$ cat config.mk
export PLATFORM = sky130hd
export DESIGN_NAME = wb_arbiter_2m
export DESIGN_NICKNAME = d
export VERILOG_FILES = /design/src/rtl/wb_arbiter_2m.sv
export SDC_FILE = /design/constraint.sdc
export NUM_CORES = 1
export LEC_CHECK = 0
export CORE_AREA = 2 2 130 132
export CTS_CLUSTER_DIAMETER = 150
export DETAILED_ROUTE_END_ITERATION = 12
export DIE_AREA = 0 0 132 134
export PLACE_DENSITY = 0.57
export SLEW_MARGIN = 20
export SYNTH_ARGS = -nofsm -noshare
export SYNTH_HDL_FRONTEND = slang
export SYNTH_SLANG_ARGS = --single-unit
export TNS_END_PERCENT = 100
$ cat constraint.sdc
create_clock -name wb_clk -period 1.9 [get_ports wb_clk]
set_input_delay 0.38 -clock wb_clk [delete_from_list [all_inputs] [get_ports wb_clk]]
set_output_delay 0.38 -clock wb_clk [all_outputs]
set_load 0.05 [all_outputs]
$ cat src/rtl/wb_arbiter_2m.sv
// Two-master Wishbone arbiter: round-robin grant held for a whole bus cycle,
// with a watchdog that ends a stalled strobe with an error to the owner.
module wb_arbiter_2m #(
    parameter int dw      = 32,
    parameter int aw      = 32,
    parameter int TIMEOUT = 16
) (
    input  logic          wb_clk,
    input  logic          wb_rst_n,

    input  logic [aw-1:0] m0_adr_i,
    input  logic [dw-1:0] m0_dat_i,
    input  logic [3:0]    m0_sel_i,
    input  logic          m0_we_i,
    input  logic          m0_cyc_i,
    input  logic          m0_stb_i,
    input  logic [2:0]    m0_cti_i,
    input  logic [1:0]    m0_bte_i,
    output logic [dw-1:0] m0_dat_o,
    output logic          m0_ack_o,
    output logic          m0_err_o,
    output logic          m0_rty_o,

    input  logic [aw-1:0] m1_adr_i,
    input  logic [dw-1:0] m1_dat_i,
    input  logic [3:0]    m1_sel_i,
    input  logic          m1_we_i,
    input  logic          m1_cyc_i,
    input  logic          m1_stb_i,
    input  logic [2:0]    m1_cti_i,
    input  logic [1:0]    m1_bte_i,
    output logic [dw-1:0] m1_dat_o,
    output logic          m1_ack_o,
    output logic          m1_err_o,
    output logic          m1_rty_o,

    output logic [aw-1:0] s_adr_o,
    output logic [dw-1:0] s_dat_o,
    output logic [3:0]    s_sel_o,
    output logic          s_we_o,
    output logic          s_cyc_o,
    output logic          s_stb_o,
    output logic [2:0]    s_cti_o,
    output logic [1:0]    s_bte_o,
    input  logic [dw-1:0] s_dat_i,
    input  logic          s_ack_i,
    input  logic          s_err_i,
    input  logic          s_rty_i,

    output logic [1:0]    gnt_o
);

    localparam int CW = $clog2(TIMEOUT);
    localparam logic [CW-1:0] WD_LAST = CW'(TIMEOUT - 1);

    typedef enum logic [1:0] {
        IDLE = 2'd0,
        OWN0 = 2'd1,
        OWN1 = 2'd2
    } state_t;

    state_t        state;
    logic          last;
    logic [CW-1:0] wd_cnt;
    logic          wd_err;

    logic own0;
    logic own1;
    logic strobed;
    logic terminated;
    logic owner_drop;

    assign own0       = (state == OWN0);
    assign own1       = (state == OWN1);
    assign strobed    = s_cyc_o & s_stb_o;
    assign terminated = s_ack_i | s_err_i | s_rty_i;
    assign owner_drop = (own0 & ~m0_cyc_i) | (own1 & ~m1_cyc_i);

    // Every release passes through IDLE, so a tie is always settled by 'last'.
    always_ff @(posedge wb_clk or negedge wb_rst_n) begin
        if (!wb_rst_n) begin
            state <= IDLE;
            last  <= 1'b1;
        end else begin
            case (state)
                IDLE: begin
                    if (m0_cyc_i && m1_cyc_i)
                        state <= last ? OWN0 : OWN1;
                    else if (m0_cyc_i)
                        state <= OWN0;
                    else if (m1_cyc_i)
                        state <= OWN1;
                end
                OWN0: begin
                    if (!m0_cyc_i) begin
                        state <= IDLE;
                        last  <= 1'b0;
                    end
                end
                OWN1: begin
                    if (!m1_cyc_i) begin
                        state <= IDLE;
                        last  <= 1'b1;
                    end
                end
                default: state <= IDLE;
            endcase
        end
    end

    always_ff @(posedge wb_clk or negedge wb_rst_n) begin
        if (!wb_rst_n) begin
            wd_cnt <= '0;
            wd_err <= 1'b0;
        end else if (!strobed || terminated || owner_drop) begin
            wd_cnt <= '0;
            wd_err <= 1'b0;
        end else if (wd_cnt == WD_LAST) begin
            wd_cnt <= '0;
            wd_err <= 1'b1;
        end else begin
            wd_cnt <= wd_cnt + 1'b1;
            wd_err <= 1'b0;
        end
    end

    always_comb begin
        s_adr_o = '0;
        s_dat_o = '0;
        s_sel_o = '0;
        s_we_o  = 1'b0;
        s_cyc_o = 1'b0;
        s_stb_o = 1'b0;
        s_cti_o = '0;
        s_bte_o = '0;
        case (state)
            OWN0: begin
                s_adr_o = m0_adr_i;
                s_dat_o = m0_dat_i;
                s_sel_o = m0_sel_i;
                s_we_o  = m0_we_i;
                s_cyc_o = m0_cyc_i;
                s_stb_o = m0_stb_i;
                s_cti_o = m0_cti_i;
                s_bte_o = m0_bte_i;
            end
            OWN1: begin
                s_adr_o = m1_adr_i;
                s_dat_o = m1_dat_i;
                s_sel_o = m1_sel_i;
                s_we_o  = m1_we_i;
                s_cyc_o = m1_cyc_i;
                s_stb_o = m1_stb_i;
                s_cti_o = m1_cti_i;
                s_bte_o = m1_bte_i;
            end
            default: ;
        endcase
    end

    // Terminations are combinational; an slave err and watchdog err merge into one pulse.
    assign m0_dat_o = s_dat_i;
    assign m1_dat_o = s_dat_i;
    assign m0_ack_o = own0 & s_ack_i;
    assign m1_ack_o = own1 & s_ack_i;
    assign m0_rty_o = own0 & s_rty_i;
    assign m1_rty_o = own1 & s_rty_i;
    assign m0_err_o = own0 & (s_err_i | wd_err);
    assign m1_err_o = own1 & (s_err_i | wd_err);
    assign gnt_o    = {own1, own0};

endmodule

==> results.py, run 1 <==
metrics = {
    "layout": {
        "finish.net_count": 682,
        "drive_gt1_share_pct": 57.79,
        "final_cell_count_no_fill": 708,
        "final_standard_cell_area_without_fillers_um2": 6750,
        "final_core_util_pct": 41.44,
        "seqCellArea_um2": 201.4,
        "multiInputGateArea_um2": 2220,
        "diodes": 0,
        "area_growth_pct": 212.8,
        "fillCellCount": 1520,
    },
    "global_route": {
        "vias_in_the_first_global_route": 3162,
        "gr-total-overflow": 0,
        "grt.busiest_layer": "met2",
        "grt_max_degree": 40,
        "grt_pass1_wl_mm": 17.82,
        "met3_usage_pct": 2.797,
        "grt_antenna_before_repair": 0,
        "met1_capacity_usage_during_global_routing_pct": 13.95,
        "grt.met2_usage_pct": 24.42,
        "grt.total_usage_pct": 12.55,
    },
    "clock_network": {
        "ctsRootBufferMaster": "clkbuf_16",
        "cts_buffers": 3,
        "cts.sink_count": 8,
        "cts_max_path_buffers": 2,
        "clkLatencyLatePin_ps": 230,
        "clock_tree.htree_level_count": 1,
        "tritoncts": "yes",
        "worst_setup_hold_path_clk_slew_ps": 40,
    },
    "route": {
        "detail_route.drc_violations": 0,
        "viasPerCell": 4.186,
        "post_dr_wirelength_cell_um": 18.38,
        "drt-pass1-iter-count": 4,
        "drt_first_iter_violations": 85,
        "routed-via-count": 2964,
        "final_antenna_net_count": 0,
        "detail_route.wirelength_mm": 13.01,
    },
    "sta": {
        "report.final.hold_viol_count": 0,
        "setup-violations-final": 82,
        "timing.hold.ws_ps": 428.7,
        "layout_min_cycle_time_ps": 2065,
        "post-route-worst-setup-slack_ps": -164.8,
        "rsz_0062_raised_after_global_routing": "yes",
        "min_period_over_period_pct": 108.7,
        "finalClockSkew_ps": 4.365,
        "maxClockFrequency_ghz": 0.4843,
        "worst-slew-pin-transition_ps": 404.5,
        "timing.slew.headroom_pct": 72.65,
        "number_of_pins_with_negative_max_slew_slack_in_the_final_report": 0,
        "setup_tns_ps": -8576,
    },
    "floorplan": {
        "floorplan.initialDensity_pct": 13.25,
        "die_h_um": 134,
        "ioPinCount": 337,
        "die_width_um": 132,
        "core_region_area_um2": 16290,
        "die-area_um2": 17690,
        "fp-row-count": 47,
    },
    "pwr": {
        "pwr-share-seq_pct": 1.7,
        "cellInternalPower_mw": 7.246,
        "fin_total_pwr_mw": 13.18,
        "switching_power_share_of_the_total_pct": 45.01,
        "irDropWorstVdd_mv": 0.6837,
        "clock_power_share_pct": 2.8,
        "leakage_nw": 2.428,
        "share_comb_of_total_power_pct": 95.5,
        "switching_power_mw": 5.931,
        "power-per-cell-area_nw_per_um2": 1952,
    },
    "logic_synthesis": {
        "syn_inst": 295,
        "ys_seq_area_share_pct": 9.333,
        "syn_nets": 488,
        "synth_top_area_cell": "a22oi_1",
        "synthDominantCellAreaShare_pct": 26.09,
        "edff_count_synth": 0,
        "syn_area_per_cell_um2": 7.316,
        "synth_top_flop_cell": "dfrtp_1",
        "yosysWarnings": 0,
        "synth_cell_types": 31,
        "synth-async-reset-ratio_pct": 100.0,
        "post_synth_main_area_contributors": "a22oi_1, buf_4, nor2b_1, dfrtp_1, clkbuf_1",
        "synth-seq-cells": 8,
        "synthesis.area_um2": 2158,
        "netlist_top_cells_count": "a22oi_1, nor2b_1, buf_4",
    },
    "worst_setup_path": {
        "timing.critical_path.mode_cell": "buf_12",
        "r2r.worst_path.cells": 7,
        "cpPeakStageDelay_ps": 390,
        "worstPathRequired_ps": 1520,
        "timing.critical_path.fanout_max": 10,
        "worst_ep_arrival_time_ps": 1680,
        "cpMaxStageDelayCell": "dfrtp_1",
        "crit_type": "register to primary output",
        "crit_path_cell_trace": "buf_6, ha_4, buf_12, buf_16, a22oi_2, nor2b_4, buf_12",
        "worstSetupStartpointType": "register",
        "worstSetupEndpointType": "primary output",
    },
    "flow_run": {
        "drv_cap": 0,
    },
    "placed_design": {
        "placement.setup.worst_slack_ps": 40.17,
        "gp_congestion": 0.8105,
        "placedInstanceArea_um2": 5747,
        "post-place-cells": 676,
        "port_buffers": 240,
        "dp.final_hpwl_mm": 8.590,
    },
    "run_status": {
        "failed_checks": "negative setup slack",
        "status": "finished with violations",
    },
    "min_path": {
        "hp-class": "input port to asynchronous set/reset pin",
    },
}
final cells by class:
type | count | area share (%)
Inverter | 6 | 0.3336
Sequential cell | 8 | 2.984
Timing Repair Buffer | 281 | 58.55
Tap cell | 220 | 4.078
Clock buffer | 4 | 1.168
Multi-Input combinational cell | 189 | 32.88
logic make-up (layout without fill, tap and decap cells):
logic type,count (synthesis),in the layout,share of synthesized area [%]
flops,8,8,9.334
fa+ha+maj,4,4,2.319
buf+inv,98,291,29.22
simple gates,96,96,28.06
xor+xnor,1,1,0.4059
compound gates,88,88,30.67
placed cells by master, fill, tap and decap left out, types with 3 or more instances in the layout:
master | Yosys | final
a22oi_2 | 1 | 64
clkbuf_16 | 0 | 10
clkdlybuf4s50_1 | 0 | 156
ha_4 | 0 | 3
a22oi_1 | 75 | 12
dfrtp_1 | 7 | 7
buf_12 | 0 | 94
a21oi_1 | 4 | 4
buf_4 | 67 | 12
nor3_1 | 3 | 3
and2_4 | 0 | 5
buf_8 | 0 | 3
buf_6 | 0 | 3
nand2b_1 | 4 | 4
nor2b_2 | 0 | 8
nor2b_4 | 0 | 67
buf_16 | 0 | 6
inv_1 | 6 | 4
path summary, 6_finish.rpt:
path | end | startpoint | slack (ps)
setup / recovery | s_cti_o[2] | state[1] | -160
hold / removal | wd_err | wb_rst_n | 430
setup reg to reg | wd_cnt[0] | state[0] | 70
hold reg to reg | last | last | 510
max in group asynchronous | last | wb_rst_n | 1160
min in group wb_clk | last | last | 510
power by group through the flow:
stage | Sequential (mW) | Clock, mW | Combinational, mW
after floorplan | 0.227 | 0 | 6.12
after global placement | 0.225 | 0 | 9.77
after detailed placement | 0.226 | 0 | 9.87
after CTS | 0.227 | 0.377 | 12.0
after global routing | 0.234 | 0.388 | 13.1
final | 0.230 | 0.369 | 12.6
worst max-delay path: cells and delay by family (launching register included):
kind / cells / cell delay (ps)
buffers and inverters: 4 / 580
DFF: 1 / 390
AOI/OAI and AO/OA: 1 / 210
adders and majority gates: 1 / 200
and+or+nand+nor: 1 / 70
state kept, by name, summed over array words and instances (netlist names):
register  count
last          1
state         2
wd_cnt        4
wd_err        1
metal layers:
metal / vias to the layer above / share of wire (%)
li1: 1370 / -
met4: 0 / 1.5
met3: 30 / 6.8
met2: 147 / 54
met1: 1417 / 38
met5: - / 0
timing repair:
action,4_1_cts,5_1_grt
setup buffers,9,6
gates resized for setup,70,25
endpoints found under the setup margin,82,83
pin swaps,28,8
gates cloned,8,8
hold buffers,0,0
(Power assumes the default switching activity.)
==> run 2: changes to the inputs <==
Settings changed: GPL_TIMING_DRIVEN set to 1.
==> results of run 2 <==
Final layout, timing and power as in run 1 (identical DEF).
